**src/rtl/mc_ctrl_pkg.sv**
```systemverilog
// Shared types and encodings for the multicycle MIPS control FSM.
package mc_ctrl_pkg;

  typedef enum logic [3:0] {
    FETCH    = 4'd0,
    DECODE   = 4'd1,
    MEMADR   = 4'd2,
    MEMRD    = 4'd3,
    MEMWB    = 4'd4,
    MEMWR    = 4'd5,
    EXEC     = 4'd6,
    RTYPEEND = 4'd7,
    BRANCH   = 4'd8,
    IEXEC    = 4'd9,
    IEND     = 4'd10,
    JUMP     = 4'd11,
    JAL      = 4'd12,
    HALT     = 4'd13
  } state_t;

  // Primary opcode field values.
  localparam logic [5:0] OP_RTYPE = 6'h00;
  localparam logic [5:0] OP_J     = 6'h02;
  localparam logic [5:0] OP_JAL   = 6'h03;
  localparam logic [5:0] OP_BEQ   = 6'h04;
  localparam logic [5:0] OP_BNE   = 6'h05;
  localparam logic [5:0] OP_ADDI  = 6'h08;
  localparam logic [5:0] OP_ANDI  = 6'h0C;
  localparam logic [5:0] OP_ORI   = 6'h0D;
  localparam logic [5:0] OP_LW    = 6'h23;
  localparam logic [5:0] OP_SW    = 6'h2B;

  // ALUOp encodings.
  localparam logic [2:0] ALU_ADD   = 3'b000;
  localparam logic [2:0] ALU_SUB   = 3'b001;
  localparam logic [2:0] ALU_FUNCT = 3'b010;
  localparam logic [2:0] ALU_AND   = 3'b011;
  localparam logic [2:0] ALU_OR    = 3'b100;

  // RegDst encodings.
  localparam logic [1:0] RD_RT = 2'b00;
  localparam logic [1:0] RD_RD = 2'b01;
  localparam logic [1:0] RD_RA = 2'b10;

  // MemtoReg encodings.
  localparam logic [1:0] M2R_ALUOUT = 2'b00;
  localparam logic [1:0] M2R_MDR    = 2'b01;
  localparam logic [1:0] M2R_PC     = 2'b10;

  // ALUSrcB encodings.
  localparam logic [1:0] SRCB_B     = 2'b00;
  localparam logic [1:0] SRCB_FOUR  = 2'b01;
  localparam logic [1:0] SRCB_IMM   = 2'b10;
  localparam logic [1:0] SRCB_IMMSH = 2'b11;

  // PCSource encodings.
  localparam logic [1:0] PCS_ALU    = 2'b00;
  localparam logic [1:0] PCS_ALUOUT = 2'b01;
  localparam logic [1:0] PCS_JUMP   = 2'b10;

  // States that wait on the memory handshake.
  function automatic logic is_mem_wait_state(input state_t s);
    return (s == FETCH) || (s == MEMRD) || (s == MEMWR);
  endfunction

endpackage

```
**src/rtl/mc_mem_wait_timer.sv**
```systemverilog
// Memory wait counter: counts consecutive cycles a memory-access state has
// been waiting on mem_ready and flags a timeout once the limit is reached.
module mc_mem_wait_timer #(
  parameter int MEM_TIMEOUT = 8
) (
  input  logic clk,
  input  logic reset,
  input  logic active,
  input  logic mem_ready,
  output logic timeout
);

  logic [7:0] wait_cnt;

  // Count stalled cycles; leaving a wait state or a completed handshake clears it.
  always_ff @(posedge clk) begin
    // NOTE: sequential state uses non-blocking assignments so every flop samples pre-edge values.
    if (reset || !active || mem_ready) begin
      wait_cnt <= '0;
    end else if (wait_cnt != 8'(MEM_TIMEOUT)) begin
      wait_cnt <= wait_cnt + 8'd1;
    end
  end

  // A handshake arriving in the limit cycle still wins over the timeout.
  assign timeout = active && !mem_ready && (wait_cnt == 8'(MEM_TIMEOUT));

endmodule

```
**src/rtl/mc_ctrl_fsm.sv**
```systemverilog
// Multicycle MIPS control FSM with memory handshake timeout and sticky
// error flags. Optional perf counters are enabled by MC_CTRL_PERF_EN.
module mc_ctrl_fsm
  import mc_ctrl_pkg::*;
#(
  parameter int OP_W        = 6,
  parameter int MEM_TIMEOUT = 8,
  parameter int CNT_W       = 32
) (
  input  logic             clk,
  input  logic             reset,
  input  logic [OP_W-1:0]  Op,
  input  logic             Zero,
  input  logic             mem_ready,
  output logic             IorD,
  output logic             MemRead,
  output logic             MemWrite,
  output logic             IRWrite,
  output logic             RegWrite,
  output logic             ALUSrcA,
  output logic [1:0]       MemtoReg,
  output logic [1:0]       RegDst,
  output logic [1:0]       ALUSrcB,
  output logic [1:0]       PCSource,
  output logic [2:0]       ALUOp,
  output logic             PCSel,
  output logic             illegal_op,
  output logic             mem_err,
  output logic [CNT_W-1:0] instr_retired,
  output logic [CNT_W-1:0] cycle_count
);

  state_t          state_q, state_d;
  logic [OP_W-1:0] op_q;
  logic            pc_write, pc_write_cond, branch_ne;
  logic            decode_illegal;
  logic            timeout;

  mc_mem_wait_timer #(.MEM_TIMEOUT(MEM_TIMEOUT)) u_wait_timer (
    .clk       (clk),
    .reset     (reset),
    .active    (is_mem_wait_state(state_q)),
    .mem_ready (mem_ready),
    .timeout   (timeout)
  );

  // State register.
  always_ff @(posedge clk) begin
    if (reset) state_q <= FETCH;
    else       state_q <= state_d;
  end

  // Opcode latched in DECODE so later states see a stable instruction class.
  always_ff @(posedge clk) begin
    // NOTE: op_q is a datapath holding register; it is always written before use, so it carries no reset.
    if (state_q == DECODE) op_q <= Op;
  end

  // Sticky error flags, cleared only by reset.
  always_ff @(posedge clk) begin
    if (reset) begin
      illegal_op <= 1'b0;
      mem_err    <= 1'b0;
    end else begin
      if (decode_illegal) illegal_op <= 1'b1;
      if (timeout)        mem_err    <= 1'b1;
    end
  end

  // Next-state and Moore outputs; PCSel additionally folds in Zero.
  always_comb begin
    // NOTE: every output gets a default first so no path through the case infers a latch.
    state_d        = state_q;
    IorD           = 1'b0;
    MemRead        = 1'b0;
    MemWrite       = 1'b0;
    IRWrite        = 1'b0;
    RegWrite       = 1'b0;
    ALUSrcA        = 1'b0;
    MemtoReg       = M2R_ALUOUT;
    RegDst         = RD_RT;
    ALUSrcB        = SRCB_B;
    PCSource       = PCS_ALU;
    ALUOp          = ALU_ADD;
    pc_write       = 1'b0;
    pc_write_cond  = 1'b0;
    branch_ne      = 1'b0;
    decode_illegal = 1'b0;

    case (state_q)
      FETCH: begin
        MemRead  = 1'b1;
        IRWrite  = 1'b1;
        ALUSrcB  = SRCB_FOUR;
        pc_write = mem_ready;
        if (mem_ready)    state_d = DECODE;
        else if (timeout) state_d = HALT;
      end
      DECODE: begin
        ALUSrcB = SRCB_IMMSH;
        if (Op == OP_W'(OP_LW) || Op == OP_W'(OP_SW))         state_d = MEMADR;
        else if (Op == OP_W'(OP_RTYPE))                         state_d = EXEC;
        else if (Op == OP_W'(OP_BEQ) || Op == OP_W'(OP_BNE))  state_d = BRANCH;
        else if (Op == OP_W'(OP_ADDI) || Op == OP_W'(OP_ANDI) ||
                 Op == OP_W'(OP_ORI))                           state_d = IEXEC;
        else if (Op == OP_W'(OP_J))                             state_d = JUMP;
        else if (Op == OP_W'(OP_JAL))                           state_d = JAL;
        else begin
          decode_illegal = 1'b1;
          state_d        = FETCH;
        end
      end
      MEMADR: begin
        ALUSrcA = 1'b1;
        ALUSrcB = SRCB_IMM;
        ALUOp   = ALU_ADD;
        state_d = (op_q == OP_W'(OP_LW)) ? MEMRD : MEMWR;
      end
      MEMRD: begin
        IorD    = 1'b1;
        MemRead = 1'b1;
        if (mem_ready)    state_d = MEMWB;
        else if (timeout) state_d = HALT;
      end
      MEMWB: begin
        RegWrite = 1'b1;
        MemtoReg = M2R_MDR;
        RegDst   = RD_RT;
        state_d  = FETCH;
      end
      MEMWR: begin
        IorD     = 1'b1;
        MemWrite = 1'b1;
        if (mem_ready)    state_d = FETCH;
        else if (timeout) state_d = HALT;
      end
      EXEC: begin
        ALUSrcA = 1'b1;
        ALUOp   = ALU_FUNCT;
        state_d = RTYPEEND;
      end
      RTYPEEND: begin
        RegWrite = 1'b1;
        RegDst   = RD_RD;
        state_d  = FETCH;
      end
      BRANCH: begin
        ALUSrcA       = 1'b1;
        ALUOp         = ALU_SUB;
        pc_write_cond = 1'b1;
        PCSource      = PCS_ALUOUT;
        branch_ne     = (op_q == OP_W'(OP_BNE));
        state_d       = FETCH;
      end
      IEXEC: begin
        ALUSrcA = 1'b1;
        ALUSrcB = SRCB_IMM;
        if (op_q == OP_W'(OP_ANDI))     ALUOp = ALU_AND;
        else if (op_q == OP_W'(OP_ORI)) ALUOp = ALU_OR;
        else                            ALUOp = ALU_ADD;
        state_d = IEND;
      end
      IEND: begin
        RegWrite = 1'b1;
        RegDst   = RD_RT;
        MemtoReg = M2R_ALUOUT;
        state_d  = FETCH;
      end
      JUMP: begin
        pc_write = 1'b1;
        PCSource = PCS_JUMP;
        state_d  = FETCH;
      end
      JAL: begin
        pc_write = 1'b1;
        PCSource = PCS_JUMP;
        RegWrite = 1'b1;
        RegDst   = RD_RA;
        MemtoReg = M2R_PC;
        state_d  = FETCH;
      end
      HALT: begin
        state_d = HALT;
      end
      default: begin
        state_d = FETCH;
      end
    endcase

    PCSel = pc_write | (pc_write_cond & (Zero ^ branch_ne));
  end

`ifdef MC_CTRL_PERF_EN
  logic [CNT_W-1:0] retired_q, cycles_q;
  logic             retire;

  // An instruction retires when FETCH is re-entered from any state past DECODE.
  assign retire = (state_d == FETCH) && (state_q != FETCH) && (state_q != DECODE);

  // Free-running perf counters, frozen once the FSM has halted.
  always_ff @(posedge clk) begin
    if (reset) begin
      retired_q <= '0;
      cycles_q  <= '0;
    end else if (state_q != HALT) begin
      cycles_q <= cycles_q + CNT_W'(1);
      if (retire) retired_q <= retired_q + CNT_W'(1);
    end
  end

  assign instr_retired = retired_q;
  assign cycle_count   = cycles_q;
`else
  assign instr_retired = '0;
  assign cycle_count   = '0;
`endif

endmodule

```
**config.mk**
```make
export PLATFORM = sky130hd
export DESIGN_NAME = mc_ctrl_fsm
export DESIGN_NICKNAME = d
export VERILOG_FILES = /design/src/rtl/mc_ctrl_pkg.sv /design/src/rtl/mc_mem_wait_timer.sv /design/src/rtl/mc_ctrl_fsm.sv
export SDC_FILE = /design/constraint.sdc
export NUM_CORES = 1
export LEC_CHECK = 0
export BUFFER_PORTS_ARGS = -buffer_cell sky130_fd_sc_hd__buf_2
export CAP_MARGIN = 15
export CORE_ASPECT_RATIO = 0.6
export CORE_MARGIN = 8
export CORE_UTILIZATION = 51
export CTS_BUF_LIST = sky130_fd_sc_hd__clkbuf_8
export CTS_CLUSTER_DIAMETER = 60
export CTS_CLUSTER_SIZE = 12
export DETAILED_ROUTE_END_ITERATION = 10
export HOLD_SLACK_MARGIN = 0.05
export PLACE_DENSITY = 0.89
export SKIP_LAST_GASP = 1
export SLEW_MARGIN = 30
export SYNTH_ARGS = -nofsm -noshare
export SYNTH_HDL_FRONTEND = slang
export SYNTH_SLANG_ARGS = --single-unit
export TNS_END_PERCENT = 5
```
**constraint.sdc**
```tcl
create_clock -name clk -period 2.47 [get_ports clk]
set_input_delay 0.247 -clock clk [delete_from_list [all_inputs] [get_ports clk]]
set_output_delay 0.247 -clock clk [all_outputs]
set_load 0.01 [all_outputs]
```
Yosys cells after proc, flatten, opt, wreduce, memory -nomap -nowiden
Index checks and enable logic that the tools add are counted.
{ "word_totals": {"regBits": 20, "inputBits": 10} }
{ "classes": {"mux": 35, "eq_ne": 28, "bitwise_logic": 3, "n_addsub": 1, "n_reduce_logical": 20} }
{ "ops": {"columns": ["cell", "n"], "rows": [
  ["4-bit 2-to-1 mux", 10],
  ["4-bit case mux with 8 select lines", 1],
  ["6-bit by 4-bit equality test with 1-bit output, second input constant", 5],
  ["4-bit equality test, second input constant", 6],
  ["6-bit by 3-bit equality test with 1-bit output, second input constant", 3],
  ["6-bit equality test, second input constant", 3],
  ["4-bit by 3-bit equality test with 1-bit output, second input constant", 4],
  ["1-bit 2-to-1 mux", 15],
  ["6-bit by 2-bit equality test with 1-bit output, second input constant", 2],
  ["2-bit case mux with 2 select lines", 3],
  ["3-bit 2-to-1 mux", 3],
  ["3-bit case mux with 3 select lines", 1],
  ["8-bit by 1-bit adder with 8-bit output, second input constant", 1],
  ["4-bit by 2-bit equality test with 1-bit output, second input constant", 2],
  ["8-bit by 4-bit equality test with 1-bit output, second input constant", 1],
  ["1-bit logical OR", 8],
  ["8-bit by 4-bit inequality test with 1-bit output, second input constant", 1],
  ["2-bit OR reduction", 4],
  ["4-bit OR reduction", 2],
  ["6-bit logical NOT", 1],
  ["2-bit case mux with 3 select lines", 1],
  ["4-bit by 1-bit equality test with 1-bit output, second input constant", 1],
  ["4-bit logical NOT", 1],
  ["1-bit logical AND", 2],
  ["other kinds (5)", 6]
]} }

Logic depth before layout (Yosys ltp)
Gate-level depths: netlist (run 1).
{ "depth": {"depth_word": 8, "ltp_mapped": 7, "mapped_depth_nobuf": 6} }

By module
A second synthesis (run 1) with hierarchy kept.
{ "hier_totals": {"hier_cells": 236, "area_unflattened_um2": 1841.8} }
{ "by_module_without_submodules": {"columns": ["module", "area_per_inst_um2", "n_inst", "cells_each", "seq_area_each_um2"], "rows": [
  ["mc_ctrl_fsm", 1427.6, 1, 189, 300.3],
  ["mc_mem_wait_timer", 414.1, 1, 47, 160.2]
]} }

Worst setup path after synthesis (run 1)
Ideal clock, no wire load.
{ "synth_path": {"path_kind": "flip-flop to output port", "startpoint": "register op_q[1]", "endpoint": "output PCSel", "t_required_ps": 2223, "n_path_buf": 0, "path_slack_ps": 919, "path_stages_with_launch": 5, "arrival_ps": 1304, "cell_sequence": "edfxtp_1 > nor4b_1 > nand2_1 > xnor2_1 > a221o_1"} }
{ "synth_via": {"elab_chain_len": 5} }
{ "synth_lines": {"columns": ["element", "line", "text"], "rows": [
  ["start: declaration", "mc_ctrl_fsm.sv:34", "logic [OP_W-1:0] op_q;"],
  ["start signal: assignment", "mc_ctrl_fsm.sv:56", "if (state_q == DECODE) op_q <= Op;"],
  ["6-bit by 3-bit equality test with 1-bit output", "mc_ctrl_fsm.sv:152", "branch_ne = (op_q == OP_W'(OP_BNE));"],
  ["1-bit 2-to-1 mux", "mc_ctrl_fsm.sv:90", "case (state_q)"],
  ["1-bit bitwise XOR", "mc_ctrl_fsm.sv:190", "PCSel = pc_write | (pc_write_cond & (Zero ^ branch_ne));"],
  ["1-bit bitwise AND", "mc_ctrl_fsm.sv:190", null],
  ["1-bit OR", "mc_ctrl_fsm.sv:190", null],
  ["end: declaration", "mc_ctrl_fsm.sv:26", "output logic PCSel,"]
]} }
No other way between the ends.

Worst setup path after layout (run 1)
{ "layout_path": {"startpoint": "register state_q[1]", "endpoint": "output PCSel"} }
{ "layout_via": {"elab_chain_len": 5, "elab_cells_between_ends": 11, "cone_classes": "3 x eq/ne; 3 x mux; 3 x bitwise; 2 x reduce/logical"} }
{ "layout_lines": {"columns": ["element", "line", "text"], "rows": [
  ["start: declaration", "mc_ctrl_fsm.sv:33", "state_t state_q, state_d;"],
  ["start signal: assignment", "mc_ctrl_fsm.sv:50", "else state_q <= state_d;"],
  ["4-bit equality test", "mc_ctrl_fsm.sv:90", null],
  ["1-bit 2-to-1 mux", "mc_ctrl_fsm.sv:90", null],
  ["1-bit bitwise XOR", "mc_ctrl_fsm.sv:190", null],
  ["1-bit bitwise AND", "mc_ctrl_fsm.sv:190", null],
  ["1-bit OR (*)", "mc_ctrl_fsm.sv:190", null]
]} }
Mark *: on every way between the ends. The rest lies on a longest branch, timed or not.

==> reports/results.txt, run 1 <==
Max-Cap Viols: 0
Setup violators final: 0
Peak VDD IR: 244 uV
Clock buffer depth: 2
Critical path type: reg -> out
Final hold viol count: 0
Crit-path cells: or2_1 -> nor2_1 -> o21a_1 -> a221o_1 -> buf_2
Final Critical Period: 2.17 ns
Worst rel slew slack: 54.9%
Post-route clock period utilization: 87.8%
Run status: completed
Hpwl dp: 3250 um
Post-CTS sizing: 0
Clock transition at path regs: 0.08 ns
Slowest CP cell: dfxtp_1
Max-slew violation count: 0
Arr. time, crit path: 1.92 ns
Full die area: 0.00573 mm2
Starting DRT DRC Count: 207
Simple-gate share of the synthesized area: 22.8%
DRC: 0
Mux contribution to synthesized area: 0%
Worst setup EP type: output port
Number of global-route vias before repair: 1291
Largest net degree at the start of global routing: 19
Largest family of logic cells by synthesized area: buffers and inverters
CP max stage delay: 0.63 ns
Top Ports: 94
Post-Syn Area: 0.00179 mm2
Routability cong.: 0.882
Setup TNS: 0 ns
Vias per inst: 4.91
Antenna violations before repair: 0
Worst Hold Slack: 0.210 ns
Worst-skew pair later-pin latency: 0.27 ns
Post-synthesis xor/xnor area fraction: 4.89%
Setup WS post-layout: 0.302 ns
Pre-CTS setup slack: 0.625 ns
RSZ-0062 raised after global routing: no
Die extent in x: 92.5 um
CTS tree: done
Worst-Margin Slew: 0.673 ns
Post-DR wirelength/cell: 14.0 um
First-pass GRT wire length: 6390 um
Layout cells sized above 1: 15.3%
Post-Route WL: 4110 um
Compound-Gate Fraction of Synth Area: 14.0%
WP data required: 2.22 ns
Clock tree sinks: 20
Power per Cell Area: 519 mW/mm2
DIE HEIGHT: 61.9 um
Synth cell types: 48
Gr usage total: 13.7%
Crit path launch type: flip-flop
Fmax: 461 MHz
Post-route ant nets: 0
Congestion Overflow GR: 0
H-tree Lvls: 1
Synth Area in Adders: 1.40%
Skew final: 0.00562 ns
Setup Fix Bufs, Post-CTS: 0
Nets: 262
TritonCTS Buffers: 3
Initial DRT Pass Iterations: 4
Routed vias: 1443
Crit Path Max Fanout: 13
Initial core utilization: 54.2%
Leak: 0.000817 uW
Sequential element share of the synthesized area: 25.7%
Dominant synthesized flop cell: dfxtp_1
Post-CTS Hold Buffers: 0
Root Buffer: clkbuf_8
Syn. warnings: 0
Syn Area/Cell: 7.93 um2
Synth Instances: 226
# diodes: 0
Area growth syn-to-layout: -1.26%
Row cnt: 16
Synth async-reset ratio: 0%
Total power draw: 919 uW
Number of flops mapped to enable cells by yosys: 6
Port Buf Inserts: 29
Hold crit path type: in -> reg
Count of state elements after synthesis: 20
Core area: 0.00330 mm2
[path summary, 6_finish.rpt]
check / start / to / slack, ns / cells past startpoint
min: Op[4] / op_q[4]$_DFFE_PP_ / 0.21 / 1
max reg2reg: state_q[3]$_SDFF_PP0_ / state_q[0]$_SDFF_PP0_ / 0.69 / 4
max: state_q[1]$_SDFF_PP0_ / PCSel / 0.30 / 5
min reg2reg: mem_err$_SDFFE_PP0P_ / mem_err$_SDFFE_PP0P_ / 0.48 / 2
[logic make-up (layout without fill, tap and decap cells)]
group	after synthesis	in the layout
AOI/OAI and AO/OA	36	36
other	1	64
DFF	20	20
xor gates and xnor gates	10	10
buffers and inverters	79	39
and+or+nand+nor	78	78
adders and majority gates	2	2
[cell usage in the layout, fill, tap and decap left out, types with 2 or more instances in the layout]
cell type,count
nor3_1,6
edfxtp_1,6
conb_1,64
a32oi_1,2
a21oi_1,7
and3_1,4
inv_1,6
nand4_1,2
buf_2,29
o22ai_1,3
nand3_1,9
xor2_1,7
dfxtp_1,14
xnor2_1,3
clkbuf_8,3
o21ai_0,7
nor2_1,25
ha_1,2
a31oi_1,3
nand2_1,12
nor2b_1,6
nand2b_1,4
[synthesized netlist by cell type, types with 6 or more instances]
| cell type | number | area [um2] |
|---|---|---|
| a21oi_1 | 7 | 35.0 |
| buf_4 | 65 | 488 |
| dfxtp_1 | 14 | 280 |
| edfxtp_1 | 6 | 180 |
| inv_1 | 6 | 22.5 |
| nand2_1 | 12 | 45.0 |
| nand3_1 | 9 | 45.0 |
| nor2_1 | 25 | 93.8 |
| nor2b_1 | 6 | 37.5 |
| nor3_1 | 6 | 30.0 |
| o21ai_0 | 7 | 35.0 |
| xor2_1 | 7 | 61.3 |
[metrics by stage]
| step | util [%] | instances | cell area [um2] |
|---|---|---|---|
| global placement | 51.4 | 290 | 1700 |
| floorplan | - | 289 | 2030 |
| CTS | 53.6 | 294 | 1770 |
| finish | 53.6 | 294 | 1770 |
| global route | 53.6 | 294 | 1770 |
| detailed placement | 51.4 | 290 | 1700 |
[cell type report]
cell class	count	area, um2
clock buffers	3	41.3
multi-input cells	190	1010
fillers	308	1530
flip-flops and latches	20	460
inverters	6	22.5
repair buffers	29	145
clock inverters	1	30.0
well taps	45	56.3
[where the power goes]
| group | total, uW | switching, uW | internal, uW | leakage [uW] |
|---|---|---|---|---|
| Clock | 333 | 116 | 217 | 0.0000357 |
| Combinational | 204 | 140 | 63.5 | 0.000611 |
| Sequential | 382 | 23.1 | 359 | 0.000170 |
[critical path, delay by kind of cell, from the launching register on]
family,cells,cell delay (ns)
AND/OR/NAND/NOR,2,0.44
AO/OA/AOI/OAI,2,0.44
flip-flops,1,0.63
buffers and inverters,1,0.14
[registers in the layout (all words and copies together), names as in the netlist]
name	cells
u_wait_timer.wait_cnt	8
op_q	6
state_q	4
illegal_op	1
mem_err	1
[routing by layer]
metal	up-vias	part of all wire (%)	global-route usage, %
met2	103	42	21.8
met1	644	42	17.4
li1	689	-	-
met3	7	14	4.32
met4	0	1.6	5.00
met5	-	0	0
(Power assumes the default switching activity.)
==> run 2, diff against run 1 <==
--- a/config.mk
+++ b/config.mk
@@ -14,11 +14,12 @@
 export CTS_CLUSTER_DIAMETER = 60
 export CTS_CLUSTER_SIZE = 12
 export DETAILED_ROUTE_END_ITERATION = 10
-export HOLD_SLACK_MARGIN = 0.05
-export PLACE_DENSITY = 0.89
+export HOLD_SLACK_MARGIN = 0.08
+export PLACE_DENSITY = 0.88
 export SKIP_LAST_GASP = 1
 export SLEW_MARGIN = 30
 export SYNTH_ARGS = -nofsm -noshare
 export SYNTH_HDL_FRONTEND = slang
+export SYNTH_HIERARCHICAL = 1
 export SYNTH_SLANG_ARGS = --single-unit
 export TNS_END_PERCENT = 5
==> reports/results.txt, run 2 <==
Hpwl dp: 3340 um (+3.0%)
Clock tree sinks: 20 (unchanged)
Met2 Resource Use GR: 22.6% (+0.83 points)
Mux contribution to synthesized area: 0.543% (+0.54 points)
Fmax: 439 MHz (-4.9%)
Final Util: 51.9% (-1.6 points)
Root Buffer: clkbuf_8
Largest regs: u_wait_timer/wait_cnt x8, op_q x6, state_q x4
Post-DR wirelength/cell: 13.2 um (-5.2%)
Routability cong.: 0.870 (-1.3%)
Initial DRT Pass Iterations: 4 (unchanged)
Die extent in x: 93.6 um (+1.1%)
Port Buf Inserts: 29 (unchanged)
Skew final: 0.00635 ns (+0.000726 ns)
Largest Register: u_wait_timer/wait_cnt
Simple-gate share of the synthesized area: 26.5% (+3.7 points)
Max-Cap Viols: 0 (unchanged)
Congestion Overflow GR: 0 (unchanged)
Post-route clock period utilization: 92.2% (+4.5 points)
Slowest CP cell: dfxtp_1
Placed Instances: 309 (+6.6%)
Syn Area/Cell: 7.80 um2 (-1.6%)
Clock transition at path regs: 0.08 ns (about the same)
Most frequent cells in the layout: 64 x conb_1, 29 x buf_2, 26 x nor2_1, 16 x a21oi_1, 13 x dfxtp_1
Crit-path cells: nand2b_1 -> nor2_1 -> or2_1 -> nor4b_1 -> nor4b_1 -> a21oi_1 -> nor3b_1 -> a311oi_1 -> nor2_1
# diodes: 0 (unchanged)
Starting DRT DRC Count: 134 (-35%)
Crit Path Max Fanout: 12 (-1)
Dominant synthesized flop cell: dfxtp_1
Leading area contributor after synthesis: buf_4
Setup violators final: 0 (unchanged)
Setup TNS: 0 ns (unchanged)
DIE HEIGHT: 62.6 um (+1.0%)
Core area: 0.00357 mm2 (+8.2%)
Top Usage Layer GRT: met2
Synth area leaders: buf_4 26%, dfxtp_1 15%, edfxtp_1 9.8%, nor2_1 5.3%, a21oi_1 4.3%
Worst Hold Slack: 0.198 ns (-0.0115 ns)
RSZ-0062 raised after global routing: no
Layout cells sized above 1: 16.5% (+1.3 points)
Post-Route WL: 4150 um (+0.88%)
Initial core utilization: 51.5% (-2.7 points)
Count leader, synth: buf_4
Max reg flops: 8 (unchanged)
CTS tree: done
Final cell count without fillers: 313 (+6.5%)
GRT met3 Usage: 3.96% (-0.36 points)
Synth Area in Adders: 1.36% (-0.038 points)
Setup Fix Bufs, Post-CTS: 0 (unchanged)
Top Ports: 94 (unchanged)
Worst setup EP type: flip-flop
Most common cell after layout, fill and taps aside: conb_1
Compound-Gate Fraction of Synth Area: 14.6% (+0.57 points)
Synth cell types: 53 (+10%)
Power per Cell Area: 392 mW/mm2 (-25%)
Peak VDD IR: 333 uV (+37%)
Run status: completed
Final hold viol count: 0 (unchanged)
Antenna violations before repair: 0 (unchanged)
Row cnt: 17 (+1)
Final Critical Period: 2.28 ns (+0.111 ns)
Full die area: 0.00585 mm2 (+2.2%)
Post-Syn Area: 0.00184 mm2 (+2.8%)
Number of global-route vias before repair: 1401 (+8.5%)
Count of state elements after synthesis: 20 (unchanged)
GR Util met1: 15.8% (-1.6 points)
Total power draw: 727 uW (-21%)
Sequential element share of the synthesized area: 25.0% (-0.70 points)
H-tree Lvls: 1 (unchanged)
WP data required: 2.68 ns (+0.46 ns)
DRC: 0 (unchanged)
Nets: 279 (+6.5%)
Number of flops mapped to enable cells by yosys: 6 (unchanged)
Leak: 0.000807 uW (-1.2%)
Flop2flop setup slack: 0.19 ns (-0.50 ns)
Vias per inst: 4.82 (-1.7%)
Synth async-reset ratio: 0% (unchanged)
Largest family of logic cells by synthesized area: buffers and inverters
Largest net degree at the start of global routing: 15 (-4)
Top-area cell type share of the netlist area: 26.1% (-1.1 points)
CP max stage delay: 0.56 ns (-0.07 ns)
List of most frequent post-synthesis cells: 64 x buf_4, 26 x nor2_1, 16 x a21oi_1, 14 x dfxtp_1, 10 x nand2_1
Hold crit path type: in -> reg
Synth Instances: 236 (+4.4%)
Crit path launch type: flip-flop
Routed vias: 1510 (+4.6%)
First-pass GRT wire length: 6580 um (+3.0%)
Arr. time, crit path: 2.48 ns (+0.56 ns)
Worst-skew pair later-pin latency: 0.26 ns (about the same)
Gr usage total: 13.3% (-0.45 points)
Critical path type: reg -> reg
Area growth syn-to-layout: 0.747%
Post-route ant nets: 0 (unchanged)
Max-slew violation count: 0 (unchanged)
Syn. warnings: 6 (+6)
TritonCTS Buffers: 3 (unchanged)
Fillers: 349 (+13%)
Clock buffer depth: 2 (unchanged)
Post-synthesis xor/xnor area fraction: 2.85% (-2.0 points)
==> run 2: cell type report <==
type	count	area, um2	area share (%)
Inverter	4	15.0	0.809
Sequential cell	20	462	24.9
Tap cell	47	58.8	3.17
Multi-Input combinational cell	203	1080	58.5
Clock inverter	1	3.75	0.202
Clock buffer	3	41.3	2.23
Timing Repair Buffer	35	190	10.2
==> run 2: layer usage <==
metal	up-vias	routed length, um
met5	-	0
met4	0	24
met2	60	2000
met3	3	380
met1	696	1740
li1	751	-
==> run 2: worst max-delay path, delay by kind of cell, from the launching register on <==
| kind | cells | cell delay (ns) |
|---|---|---|
| simple gates | 7 | 1.48 |
| flops | 1 | 0.56 |
| compound gates | 2 | 0.18 |
==> run 2: worst paths after layout <==
kind,startpoint,to,cells after the start
max,state_q[3]$_SDFF_PP0_,state_q[1]$_SDFF_PP0_,9
min reg2reg,illegal_op$_SDFFE_PP0P_,illegal_op$_SDFFE_PP0P_,2
max reg2reg,state_q[3]$_SDFF_PP0_,state_q[1]$_SDFF_PP0_,9
min,reset,illegal_op$_SDFFE_PP0P_,2
==> run 2: where the power goes <==
group / internal [uW] / switching [uW] / leakage, uW
Clock: 111 / 110 / 0.0000269
Combinational: 41.5 / 108 / 0.000611
Sequential: 348 / 7.81 / 0.000170
Total: 501 / 226 / 0.000807
==> run 2: metrics by stage <==
stage	cell area [um2]	worst slack [ns]
final	1860	0.191
after global routing	1860	0.0771
after CTS	1850	0.264
after detailed placement	1810	0.300
after global placement	1810	0.450
after floorplan	2080	0.0998
==> run 2: timing repair <==
action | in CTS | in global routing
resized for setup | 0 | 1
setup endpoints to repair | 0 | 1
hold buffers | 0 | 0
hold endpoints to repair | 0 | 0
==> run 2: logic make-up (layout without fill, tap and decap cells) <==
family	Yosys count	after routing
adder cells (fa/ha/maj)	2	2
other	1	64
AND/OR/NAND/NOR	86	86
multiplexers	1	1
AO/OA/AOI/OAI	44	44
flip-flops	20	20
buffers and inverters	76	43
XOR/XNOR	6	6
